===== config.mk =====
export PLATFORM = sky130hd
export DESIGN_NAME = cdc_hs_tx_flat
export DESIGN_NICKNAME = d
export VERILOG_FILES = /design/src/rtl/cdc_pkg.sv /design/src/rtl/cdc_hs_tx_if.sv /design/src/rtl/cdc_ack_sync.sv /design/src/rtl/cdc_hs_tx.sv /design/src/flat_wrapper.sv
export SDC_FILE = /design/constraint.sdc
export NUM_CORES = 1
export LEC_CHECK = 0
export ABC_CLOCK_PERIOD_IN_PS = 1100
export CORE_MARGIN = 2
export CORE_UTILIZATION = 37
export CTS_CLUSTER_SIZE = 14
export DETAILED_ROUTE_END_ITERATION = 16
export PLACE_DENSITY = 0.74
export SLEW_MARGIN = 15
export SYNTH_ARGS = -nofsm -noshare
export SYNTH_HDL_FRONTEND = slang
export SYNTH_SLANG_ARGS = --single-unit

===== constraint.sdc =====
create_clock -name clk -period 1.1 [get_ports clk]
set_input_delay 0.165 -clock clk [delete_from_list [all_inputs] [get_ports clk]]
set_output_delay 0.165 -clock clk [all_outputs]
set_load 0.02 [all_outputs]

===== src/rtl/cdc_pkg.sv =====
// Shared types and defaults for the toggle req/ack CDC transmitter.
// State encoding, parameter defaults and a counter-width helper.
package cdc_pkg;

    typedef enum logic [1:0] {
        IDLE     = 2'd0,
        SETUP    = 2'd1,
        WAIT_ACK = 2'd2
    } tx_state_e;

    localparam int M_DEF           = 2;
    localparam int SETUP_CYC_DEF   = 1;
    localparam int TIMEOUT_CYC_DEF = 1024;

    // Bits needed to hold values 0..n-1, never less than one.
    function automatic int cnt_w(input int n);
        return (n < 2) ? 1 : $clog2(n);
    endfunction

endpackage


===== src/rtl/cdc_hs_tx_if.sv =====
// Upstream valid/ready plus toggle req/ack bundle of cdc_hs_tx.
// Optional macro CDC_HS_TX_TIMEOUT_EN adds the timeout_err signal.
interface cdc_hs_tx_if #(
    parameter int DATA_WIDTH = 8
);
    logic                  in_valid;
    logic                  in_ready;
    logic [DATA_WIDTH-1:0] in_data;
    logic [DATA_WIDTH-1:0] tx_data;
    logic                  tx_req;
    logic                  tx_ack;
    logic                  busy;
    logic                  done;
`ifdef CDC_HS_TX_TIMEOUT_EN
    logic                  timeout_err;
`endif

    modport master (
        input  in_valid,
        input  in_data,
        input  tx_ack,
        output in_ready,
        output tx_data,
        output tx_req,
        output busy,
`ifdef CDC_HS_TX_TIMEOUT_EN
        output timeout_err,
`endif
        output done
    );

    modport slave (
        output in_valid,
        output in_data,
        output tx_ack,
        input  in_ready,
        input  tx_data,
        input  tx_req,
        input  busy,
`ifdef CDC_HS_TX_TIMEOUT_EN
        input  timeout_err,
`endif
        input  done
    );

endinterface


===== src/rtl/cdc_ack_sync.sv =====
// M-stage flop synchronizer for the asynchronous ack toggle.
// Synchronous active-high reset clears every stage.
module cdc_ack_sync #(
    parameter int M          = 2,
    parameter int DATA_WIDTH = 1
) (
    input  logic                  clk,
    input  logic                  reset,
    input  logic [DATA_WIDTH-1:0] d,
    output logic [DATA_WIDTH-1:0] q
);

    logic [DATA_WIDTH-1:0] chain [M];

    // shift the asynchronous input through the flop chain
    always_ff @(posedge clk) begin
        if (reset) begin
            for (int i = 0; i < M; i++) chain[i] <= '0;
        end else begin
            chain[0] <= d;
            for (int i = 1; i < M; i++) chain[i] <= chain[i-1];
        end
    end

    assign q = chain[M-1];

endmodule


===== src/rtl/cdc_hs_tx.sv =====
// Source-side transmitter of a two-phase toggle req/ack CDC handshake.
// Optional macro CDC_HS_TX_TIMEOUT_EN adds a sticky ack-wait timeout flag.
module cdc_hs_tx
    import cdc_pkg::*;
#(
    parameter int DATA_WIDTH  = 8,
    parameter int M           = M_DEF,
    parameter int SETUP_CYC   = SETUP_CYC_DEF,
    parameter int TIMEOUT_CYC = TIMEOUT_CYC_DEF
) (
    input logic         clk,
    input logic         reset,
    cdc_hs_tx_if.master bus
);

    localparam int CW = cnt_w(SETUP_CYC);

    // Empty block marks an illegal parameter set in elaboration reports.
    if (M < 2 || SETUP_CYC < 1 || TIMEOUT_CYC < 1) begin : g_param_err
    end

    tx_state_e             state;
    tx_state_e             state_nxt;
    logic [DATA_WIDTH-1:0] data_q;
    logic                  req_q;
    logic [CW-1:0]         cnt_q;
    logic                  ack_sync;
    logic                  match;
    logic                  accept;
    logic                  launch;
    logic                  in_ready;
    logic                  busy;
    logic                  done;

    cdc_ack_sync #(
        .M          (M),
        .DATA_WIDTH (1)
    ) u_ack_sync (
        .clk   (clk),
        .reset (reset),
        .d     (bus.tx_ack),
        .q     (ack_sync)
    );

    assign match  = (ack_sync == req_q);
    assign accept = in_ready && bus.in_valid;
    assign launch = (state == SETUP) && (cnt_q == '0);

    // state register
    always_ff @(posedge clk) begin
        if (reset) state <= IDLE;
        else       state <= state_nxt;
    end

    // next-state decode
    always_comb begin
        state_nxt = state;
        unique case (state)
            IDLE:     if (accept) state_nxt = SETUP;
            SETUP:    if (launch) state_nxt = WAIT_ACK;
            WAIT_ACK: if (match)  state_nxt = IDLE;
            default:              state_nxt = IDLE;
        endcase
    end

    // handshake outputs decoded from the current state
    always_comb begin
        in_ready = !reset && (state == IDLE);
        busy     = (state != IDLE);
        done     = !reset && (state == WAIT_ACK) && match;
    end

    // launch register, request toggle and setup countdown
    always_ff @(posedge clk) begin
        if (reset) begin
            data_q <= '0;
            req_q  <= 1'b0;
            cnt_q  <= '0;
        end else if (accept) begin
            data_q <= bus.in_data;
            cnt_q  <= CW'(SETUP_CYC - 1);
        end else if (launch) begin
            req_q  <= ~req_q;
        end else if (state == SETUP) begin
            cnt_q  <= cnt_q - 1'b1;
        end
    end

`ifdef CDC_HS_TX_TIMEOUT_EN
    localparam int TW = $clog2(TIMEOUT_CYC + 1);

    logic [TW-1:0] wcnt_q;
    logic          terr_q;

    // count unanswered wait cycles; the error flag is sticky until reset
    always_ff @(posedge clk) begin
        if (reset) begin
            wcnt_q <= '0;
            terr_q <= 1'b0;
        end else if (launch) begin
            wcnt_q <= '0;
        end else if (state == WAIT_ACK && !match &&
                     wcnt_q != TW'(TIMEOUT_CYC)) begin
            wcnt_q <= wcnt_q + 1'b1;
            if (wcnt_q == TW'(TIMEOUT_CYC - 1)) terr_q <= 1'b1;
        end
    end

    assign bus.timeout_err = terr_q;
`endif

    assign bus.in_ready = in_ready;
    assign bus.busy     = busy;
    assign bus.done     = done;
    assign bus.tx_data  = data_q;
    assign bus.tx_req   = req_q;

endmodule


===== src/flat_wrapper.sv =====
// flat-port wrapper written by rule: the top's interface ports become plain ports
module cdc_hs_tx_flat import cdc_pkg::*;
#(
    parameter int DATA_WIDTH  = 8,
    parameter int M           = M_DEF,
    parameter int SETUP_CYC   = SETUP_CYC_DEF,
    parameter int TIMEOUT_CYC = TIMEOUT_CYC_DEF
)
  (clk, reset, bus_in_valid, bus_in_data, bus_tx_ack, bus_in_ready, bus_tx_data, bus_tx_req, bus_busy, bus_done);
  cdc_hs_tx_if #(.DATA_WIDTH(DATA_WIDTH)) bus_i ();
  input logic clk;
  input logic reset;
  input wire logic [$bits(bus_i.in_valid)-1:0] bus_in_valid;
  input wire logic [$bits(bus_i.in_data)-1:0] bus_in_data;
  input wire logic [$bits(bus_i.tx_ack)-1:0] bus_tx_ack;
  output wire logic [$bits(bus_i.in_ready)-1:0] bus_in_ready;
  output wire logic [$bits(bus_i.tx_data)-1:0] bus_tx_data;
  output wire logic [$bits(bus_i.tx_req)-1:0] bus_tx_req;
  output wire logic [$bits(bus_i.busy)-1:0] bus_busy;
  output wire logic [$bits(bus_i.done)-1:0] bus_done;
  assign bus_i.in_valid = bus_in_valid;
  assign bus_i.in_data = bus_in_data;
  assign bus_i.tx_ack = bus_tx_ack;
  assign bus_in_ready = bus_i.in_ready;
  assign bus_tx_data = bus_i.tx_data;
  assign bus_tx_req = bus_i.tx_req;
  assign bus_busy = bus_i.busy;
  assign bus_done = bus_i.done;
  cdc_hs_tx #(.DATA_WIDTH(DATA_WIDTH), .M(M), .SETUP_CYC(SETUP_CYC), .TIMEOUT_CYC(TIMEOUT_CYC)) u_core (.clk(clk), .reset(reset), .bus(bus_i));
endmodule

# Word level (Yosys, flattened, before mapping)
# Memories as Yosys holds them, arrays and structs flattened.
# Cells that the tools add are included.
# Widths: inputs -> output; s select.
[totals]
elab_cells = 39
regBits = 12
latch_bits = 0
out_inout_bits = 12
n_memories = 1
ram_bits = 2
in_bits = 12
rom_bits = 0
[classes]
add_sub_neg = 1
multipliers = 0
bitwise = 6
mux = 9
n_eq_ne = 6
n_div = 0
n_reduce_logical = 12
n_lt_le_gt_ge = 0
n_shift = 0
[mem_list]
columns = ["name", "depth", "width", "rd", "rd_ports_with_merged_regs", "wr", "line_no", "source"]
rows = [
  ["u_core.u_ack_sync.chain", 2, 1, 2, 0, 2, "cdc_ack_sync.sv:13", "logic [DATA_WIDTH-1:0] chain [M];"],
]
[ops]
columns = ["op", "n"]
rows = [
  ["$mux 2", 3],
  ["$ne 2x1->1 const B", 3],
  ["$pmux 2 s3", 1],
  ["$logic_and 1x1->1", 5],
  ["$mux 1", 5],
  ["$not 1->1", 4],
  ["$reduce_and 2->1", 2],
  ["$reduce_and 3->1", 1],
  ["$eq 2x1->1 const B", 1],
  ["$eq 2x2->1 const B", 1],
  ["$logic_not 2->1", 1],
  ["$or 1x1->1", 2],
  ["$reduce_bool 2->1", 1],
  ["$reduce_or 2->1", 1],
  ["$eq 1x1->1", 1],
  ["$logic_not 1->1", 1],
  ["$sub 1x1->1 const B", 1],
]

# Logic depth before layout (Yosys ltp)
# Gate-level depths: netlist of the first run.
[depth]
word_depth = 5
ltp_mapped = 3
mapped_depth_nobuf = 2

# Cells and area by module
# From an unflattened synthesis of the first run, not the netlist that was laid out.
[unflattened]
hier_cells = 59
hier_area_um2 = 604.3
[by_module_without_submodules]
columns = ["mod", "area_each_um2", "n_inst", "seq_area_each_um2", "cells_each"]
rows = [
  ["cdc_hs_tx", 551.8, 1, 240.2, 55],
  ["cdc_ack_sync", 52.6, 1, 40.0, 4],
]

# Worst setup path before layout of the first run
# Ideal clock, no wire load.
[synth_timing]
kind = "reg-to-output"
startpoint = "register u_core.state[1]"
endpoint = "output bus_in_ready"
path_stages_with_launch = 3
t_required_ps = 935
arrival_ps = 1030
path_buffers = 0
slack_ps = -95
path_cell_list = "dfxtp_1 > or2_2 > nor2_1"
[synth_via]
elab_chain_cells = 2
[synth_rtl]
columns = ["element", "line_no", "source"]
rows = [
  ["start: declaration", "cdc_hs_tx.sv:22", "tx_state_e state;"],
  ["start signal: assignment", "cdc_hs_tx.sv:52", "else state <= state_nxt;"],
  ["$logic_not 2->1", "cdc_hs_tx.sv:68", "in_ready = !reset && (state == IDLE);"],
  ["$logic_and 1x1->1", "cdc_hs_tx.sv:68", ""],
  ["end: declaration", "flat_wrapper.sv:16", "output wire logic [$bits(bus_i.in_ready)-1:0] bus_in_ready;"],
]
# No other way between the ends.

# Final worst setup path of the first run
[layout_timing]
startpoint = "register u_core.state[0]"
endpoint = "output bus_in_ready"
# The elaborated chain is that of the path after synthesis.

==> flow_summary_export.csv, run 1 <==
group,metric,value,unit
logic_synthesis,seq_area_frac_synth,45.0,%
layout,drive_gt1_share,38.5,%
routing,drt-initial-drc-count,1,
global_routing,grt_pass1_wl,2.02,mm
routing,routed_wl,1.23,mm
sta,finClkSkew,0.00376,ns
sta,setup_tns,-1.41,ns
layout,fin_util,63.1,%
logic_synthesis,yosys_warnings,0,
logic_synthesis,synth_cells,59,
cts,cts-root-buf,"clkbuf_4",
critical_path,critical_path.top_delay_family,"simple AND/OR/NAND/NOR gates",
routing,dr.pass1.iters,3,
critical_path,end_kind,"output pin",
critical_path,critPathSlowestCell,"dfxtp_4",
sta,slew_headroom,85.2,%
critical_path,critPathMaxStageDelay,0.36,ns
floorplan,ios,24,
placed_design,io_buffers,23,
logic_synthesis,async_flop_share,0,%
sta,worst_slew_pin_slew,0.222,ns
critical_path,worst-setup-path-type,"flop to output pin",
cts,cts_tree,"yes",
logic_synthesis,netlist.area_leader.share,45.0,%
routing,vias,497,
placed_design,post-dp-hpwl,840,um
critical_path,critPathRequiredTime,0.94,ns
floorplan,die_x,45.0,um
logic_synthesis,synth_area_leader_cell,"dfxtp_1",
logic_synthesis,synth_cell_types,18,
logic_synthesis,syn_area,623,um^2
sta,max_freq,776,MHz
power,combPwrFrac,25.4,%
cts,clkSinkCount,14,
global_routing,grt_max_degree,24,
routing,drc_errors,0,
logic_synthesis,yosysMostFrequentCell,"nand2b_1",
flow_run,cap_violations,0,
power,sw_frac_of_total,26.8,%
cts,numCtsBuffers,3,
critical_path,arrival,1.12,ns
logic_synthesis,avgSynthCellArea,10.6,um^2
logic_synthesis,synth-edff-count,0,
outcome,failed_checks,"setup timing",
power,p_switching,0.302,mW
layout,nets,105,
power,clockPowerShare,25.0,%
layout,finalInstanceArea,973,um^2
sta,rsz0062_at_grt,"true",
cts,clockBufferDepth,2,
logic_synthesis,ys_seq_elements,14,
logic_synthesis,synth_area_leaders,"dfxtp_1 45%, nand2b_1 16%, mux2i_1 14%",
global_routing,antenna_found_initial,0,
floorplan,coreArea,1540,um^2
floorplan,rows,14,
sta,drv_slew,0,
routing,postRouteAntennaNets,0,
global_routing,track_usage,14.1,%
cts,clk_latency,0.28,ns
cts,path_clk_slew,0.07,ns
sta,finalSetupViolCount,12,
critical_path,worstPathMaxFanout,3,
cts,hold_buffers,0,
layout,num_antenna_cells,0,
power,p_per_area,1160,nW/um^2
floorplan,fp.dieH,45.0,um
power,p_total,1.13,mW
hold_path,hold_class,"primary input to flop",
layout,area_growth,56.2,%
logic_synthesis,synth_ff_type,"dfxtp_1",
sta,min_period_over_period,117,%
outcome,status,"complete, but fails checks",
logic_synthesis,syn_nets,71,
placed_design,place_area,903,um^2
sta,period_needed,1.29,ns
power,power_frac_seq,49.6,%
power,irDropWorstVdd,1050,uV
critical_path,startpoint_type,"flop",
power,p_leak,0.435,nW
sta,finalHoldViolCount,0,
sta,setup_slack,-0.188,ns
power,intPower,0.825,mW
routing,wl_per_cell,11.4,um
placed_design,gp_congestion,0.719,
cts,ctsHtreeMaxLevel,1,
global_routing,grt_overflow_total,0,
critical_path,regToRegSetupSlack,-0.11,ns
critical_path,crit_chain,"or2_4 > nor2_4 > buf_6",
critical_path,worst-path-buf-inv,1,
logic_synthesis,synth_common_cells,"16 x nand2b_1, 14 x dfxtp_1, 9 x mux2i_1, 4 x nor2b_1, 3 x nor2_1",
floorplan,initial_core_util,40.4,%
routing,vias_per_cell,4.64,
global_routing,grt_pass1_vias,494,
floorplan,die_area,2030,um^2
-- registers in the layout (all words and copies together) (netlist names) --
register and flops:
u_core.bus.tx_data 8, u_core.bus.tx_req 1, u_core.cnt_q 1, u_core.state 2, u_core.u_ack_sync.chain 2
-- per-layer routing --
| metal | track usage (%) | vias to the layer above | wire length [um] |
|---|---|---|---|
| met2 | 23.4 | 12 | 602 |
| met1 | 15.2 | 224 | 534 |
| li1 | - | 258 | - |
| met5 | 0 | - | 0 |
| met4 | 5.29 | 0 | 7 |
| met3 | 7.20 | 3 | 81 |
-- stage by stage --
step | std cells | hold WS, ns | worst slack, ns
6_report | 107 | 0.437 | -0.188
3_5_place_dp | 101 | 0.430 | -0.679
2_1_floorplan | 59 | 0.293 | -0.00854
4_1_cts | 105 | 0.411 | -0.172
5_1_grt | 107 | 0.419 | -0.239
3_3_place_gp | 101 | 0.423 | -0.632
-- cells by family after synthesis --
logic type	synth area share, %
simple gates	29.9
flops	45.0
mux	16.9
buf+inv	3.81
compound gates	3.01
xor+xnor	1.41
-- layout by cell type, fill, tap and decap left out, types with 2 or more instances in the layout --
cell type	netlist	final
clkbuf_2	0	7
dfxtp_1	14	11
mux2i_1	9	9
clkdlybuf4s50_1	0	10
nor2_1	3	2
buf_6	1	7
nor3b_4	1	3
nand2b_1	16	16
nor2b_1	4	3
clkbuf_4	0	3
buf_4	0	6
dfxtp_2	0	2
-- timing repair --
action,4_1_cts,5_1_grt
gates resized for setup,48,15
buffers inserted,2,2
gates cloned,0,0
endpoints found under the setup margin,21,20
pin swaps,4,4
-- area by class of cell --
cell class              count  area [um^2]
repair buffers             32          279
multi-input cells          41          362
flip-flops and latches     14          287
clock buffers               3         22.5
well taps                  16         20.0
fillers                   125          568
inverters                   1         3.75
-- worst paths after layout --
kind,cells after the start,to,startpoint
max reg2reg,5,u_core.bus.tx_data[3],u_core.state[1]
max,3,bus_in_ready,u_core.state[0]
min,2,u_core.u_ack_sync.chain[0][0],bus_tx_ack
min reg2reg,1,u_core.u_ack_sync.chain[0][1],u_core.u_ack_sync.chain[0][0]
-- power by group through the flow --
stage	Clock [mW]	Combinational (mW)	Sequential (mW)
final	0.282	0.286	0.559
after global routing	0.329	0.306	0.563
after CTS	0.291	0.274	0.559
after detailed placement	0	0.273	0.567
after global placement	0	0.270	0.565
after floorplan	0	0.109	0.600
(Power assumes the default switching activity.)
==> run 2: changes to the inputs <==
--- a/config.mk
+++ b/config.mk
@@ -11,6 +11,7 @@
 export CTS_CLUSTER_SIZE = 14
 export DETAILED_ROUTE_END_ITERATION = 16
 export PLACE_DENSITY = 0.74
+export SETUP_SLACK_MARGIN = 0.02
 export SLEW_MARGIN = 15
 export SYNTH_ARGS = -nofsm -noshare
 export SYNTH_HDL_FRONTEND = slang
==> flow_summary_export.csv, run 2 (synthesis gave the netlist of run 1 again) <==
group,metric,value,unit
outcome,status,"complete, but fails checks",
outcome,failed_checks,"setup timing",
cts,clk_latency,0.27,ns
routing,wl_per_cell,11.3,um
floorplan,fp.dieH,45.0,um
global_routing,grt_max_degree,24,
cts,clkSinkCount,14,
layout,nets,105,
power,p_leak,0.434,nW
routing,vias_per_cell,4.83,
layout,largest_reg_flops,8,
critical_path,critPathRequiredTime,0.94,ns
cts,hold_buffers,0,
sta,finalHoldViolCount,0,
routing,postRouteAntennaNets,0,
sta,rsz0062_at_grt,"true",
cts,ctsHtreeMaxLevel,1,
critical_path,arrival,1.10,ns
power,irDropWorstVdd,738,uV
floorplan,rows,14,
sta,max_freq,791,MHz
layout,drive_gt1_share,38.5,%
global_routing,track_usage,13.9,%
placed_design,gp_congestion,0.725,
routing,drt-initial-drc-count,5,
cts,clockBufferDepth,2,
layout,final_common_cell,"nand2b_1",
cts,path_clk_slew,0.08,ns
routing,dr.pass1.iters,3,
placed_design,place_ws,-0.687,ns
sta,setup_tns,-0.506,ns
cts,cts_tree,"yes",
cts,cts-root-buf,"clkbuf_4",
flow_run,cap_violations,0,
sta,setup_slack,-0.165,ns
floorplan,die_x,45.0,um
sta,period_needed,1.26,ns
sta,drv_slew,0,
global_routing,antenna_found_initial,0,
floorplan,initial_core_util,40.4,%
critical_path,worstPathMaxFanout,3,
critical_path,startpoint_type,"flop",
sta,min_period_over_period,115,%
power,p_per_area,1120,nW/um^2
global_routing,grt_overflow_total,0,
critical_path,end_kind,"output pin",
cts,numCtsBuffers,3,
layout,num_antenna_cells,0,
routing,routed_wl,1.21,mm
floorplan,coreArea,1540,um^2
placed_design,io_buffers,23,
critical_path,worst-setup-path-type,"flop to output pin",
layout,area_growth,59.2,%
global_routing,grt_pass1_vias,478,
sta,worst_slew_pin_slew,0.196,ns
layout,layout_common_cells,"16 x nand2b_1, 11 x dfxtp_1, 10 x clkdlybuf4s50_1",
placed_design,post-dp-hpwl,860,um
routing,vias,517,
sta,slew_headroom,86.9,%
sta,finClkSkew,0.00290,ns
floorplan,ios,24,
global_routing,grt_pass1_wl,1.99,mm
floorplan,die_area,2030,um^2
hold_path,hold_class,"flop to flop",
routing,drc_errors,0,
sta,finalSetupViolCount,12,
run 2: stage by stage:
step / instance area (um^2) / power (mW) / instances / utilization, % / hold WS, ns
after detailed placement: 928 / 0.853 / 103 / 60.2 / 0.426
after global routing: 992 / 1.18 / 107 / 64.4 / 0.435
after floorplan: 638 / 0.715 / 59 / - / 0.293
final: 992 / 1.12 / 107 / 64.4 / 0.441
after CTS: 983 / 1.13 / 106 / 63.8 / 0.436
after global placement: 928 / 0.849 / 103 / 60.2 / 0.421
run 2: worst paths after layout:
| kind | startpoint | end | slack (ns) | cells past startpoint |
|---|---|---|---|---|
| worst max-delay path | u_core.state[0] | bus_done | -0.16 | 3 |
| worst min-delay path | u_core.u_ack_sync.chain[0][0] | u_core.u_ack_sync.chain[0][1] | 0.44 | 1 |
| worst max register to register | u_core.state[1] | u_core.bus.tx_data[2] | -0.02 | 4 |
| worst min register to register | u_core.u_ack_sync.chain[0][0] | u_core.u_ack_sync.chain[0][1] | 0.44 | 1 |
run 2: what timing repair did:
| item | 4_1_cts | 5_1_grt |
|---|---|---|
| gates cloned | 0 | 0 |
| gates resized for setup | 54 | 8 |
| setup buffers | 1 | 1 |
| pin swaps | 2 | 2 |
| endpoints found under the setup margin | 21 | 17 |
run 2: metal layers:
layer	part of all wire [%]	GRT usage (%)
met4	0	7.06
met5	0	0
met1	39	15.0
met2	57	23.4
met3	4.1	5.20
run 2: area by class of cell:
cell class	count	area, um^2
fillers	131	549
multi-input cells	41	355
repair buffers	32	304
flip-flops and latches	14	287
clock buffers	3	22.5
well taps	16	20.0
inverters	1	3.75
run 2: power breakdown:
| group | total, mW | internal [mW] | switching [mW] | leakage (nW) |
|---|---|---|---|---|
| logic | 0.285 | 0.163 | 0.122 | 0.303 |
| registers | 0.560 | 0.539 | 0.0207 | 0.117 |
| clock network | 0.271 | 0.126 | 0.144 | 0.0138 |
run 2: worst max-delay path, cell delays in order, from the launching register on:
cell and delay, ns:
dfxtp_4 0.37, nor3b_4 0.18, nor2b_4 0.17, buf_6 0.11
==> edit, RTL diff (flow settings as in run 2) <==
Re-encode `tx_state_e` (3 states) as one-hot, 3 bits wide.
--- a/src/rtl/cdc_pkg.sv
+++ b/src/rtl/cdc_pkg.sv
@@ -3,8 +3,8 @@
 package cdc_pkg;
 
-    typedef enum logic [1:0] {
-        IDLE     = 2'd0,
-        SETUP    = 2'd1,
-        WAIT_ACK = 2'd2
+    typedef enum logic [2:0] {
+        IDLE     = 3'b001,
+        SETUP    = 3'b010,
+        WAIT_ACK = 3'b100
     } tx_state_e;
 
Function: same outputs for any inputs over 10 cycles, from zero or initial values and one cycle with reset high; not proved beyond that.
==> edit against run 2 <==
The run still ends with setup timing left; final cell count rose by 1.9%; routed wire length rose by 7.3%; final area rose by 2.6%; synthesized area rose by 3.2%; setup slack got worse by 82 ps; sequential cell count rose by 1; global-route usage rose by 0.64 points; power rose by 8.1%; highest routed layer unchanged.
==> edit: results (changes against run 2) <==
reg2reg_depth: 4  # unchanged
p_seq_share_pct: 49.6  # -0.6 points
cp_max_fo: 2  # -1
final-instance-count-excl-fill: 109  # +1.9%
drive_above_1_share_pct: 48.9  # +10 points
syn-num-nets: 69  # -2.8%
p_int_mw: 0.885  # +6.8%
wl_per_cell_um: 11.9  # +5.4%
async_reset_ff_share_pct: 0  # unchanged
synth_ff_type: "dfxtp_1"
track_usage_pct: 14.5  # +0.64 points
timing.final.max_slew_violations: 0  # unchanged
largest_reg_flops: 8  # unchanged
p_leak_nw: 0.436  # +0.44%
timing.rr.start: "u_core.state[2]$_SDFFE_PP0P_"
clockPowerShare_pct: 26.0  # +1.7 points
synth.top_cell.area_share_pct: 46.7  # +1.7 points
holdPathStages: 3  # +2
num_vias: 516  # -0.19%
place_congestion: 0.763  # +5.2%
placedCellCount: 103  # unchanged
ys_top_cells_by_count: "dfxtp_1, nor2b_1, mux2_2, nand2b_1"
hold_end: "u_core.state[1]$_SDFFE_PP0P_"
final-setup-viol-count: 13  # +1
ant_nets: 0  # unchanged
n_antenna_cell: 0  # unchanged
setup_slack_ps: -247  # -82.3 ps
cp_slowest_cell: "dfxtp_2"
r2r_end: "u_core.bus.tx_data[3]$_SDFFE_PP0P_"
tightest_slew_ps: 320  # +124 ps
post_synth.cell_area_avg_um2: 11.3  # +6.8%
hold_class: "in -> reg"
yosys-top-cells-area: "dfxtp_1, mux2_2, nor2b_1"
synth.distinct_cells: 23  # +5
seq_area_frac_synth_pct: 46.7  # +1.7 points
status: "complete, but fails checks"
whs_ps: 416  # -24.6 ps
hpwlAfterDp_um: 913  # +6.1%
dr.pass1.iters: 2  # -1
reg2reg_slack_ps: -220  # -200 ps
grt_pass1_wl_um: 2130  # +6.6%
slowest_delay_ps: 330  # -40 ps
critPathArrivalTime_ps: 1180  # +80 ps
fillers: 145  # +11%
drtIter0Drc: 5  # unchanged
cts_buffer_depth: 2  # unchanged
grt_max_degree: 12  # -50%
hold_start: "reset"
finalSetupTns_ps: -2660  # -2150 ps
skew_ps: 5.69  # +2.79 ps
ir_drop_uv: 1020  # +38%
failed_checks: "setup timing"
cp-startpoint: "u_core.bus.tx_req$_SDFFE_PP0P_"
==> edit: worst max-delay path by stage <==
stage	endpoint	cells past startpoint
global route	bus_done	3
global placement	bus_in_ready	3
detailed placement	bus_done	4
finish	bus_done	3
floorplan	u_core.bus.tx_data[0]$_SDFFE_PP0P_	4
CTS	bus_done	3
==> edit: repair_timing <==
action,CTS,global route
resized for setup,53,9
endpoints found under the setup margin,24,20
setup buffers,1,1
pin swaps,4,1
hold endpoints to repair,0,0
==> edit: cell families after synthesis <==
family / after synthesis / synth area share (%)
xor gates and xnor gates: 2 / 2.72
DFF: 15 / 46.7
buffers and inverters: 3 / 1.94
AOI/OAI and AO/OA: 4 / 4.67
and+or+nand+nor: 25 / 30.0
muxes: 8 / 14.0
==> edit: metrics by stage <==
stage / instance area, um2 / setup slack (ps) / power [mW]
6_report: 1020 / -247 / 1.21
5_1_grt: 1020 / -298 / 1.27
4_1_cts: 1010 / -261 / 1.22
2_1_floorplan: 659 / -286 / 0.756
3_3_place_gp: 953 / -745 / 0.896
3_5_place_dp: 953 / -743 / 0.900
==> edit: area by class of cell <==
type	count	area share, %
tap	17	2.09
inverter	1	0.369
timing repair buffer	33	28.6
sequential	15	30.5
multi-input combinational	39	35.9
clock buffer	4	2.58
==> edit: metal layers <==
metal	vias to the layer above	GRT usage [%]	share of wire (%)
met5	-	0	0
met4	0	5.14	0
met3	0	9.92	8.1
met2	18	19.2	47
met1	231	18.5	45
li1	267	-	-
==> edit: worst reg2reg max path, stage by stage (launching register included) <==
cell and delay (ps):
dfxtp_4 370, nor4b_4 290, buf_4 180, nand2_8 80
mux2_2 290
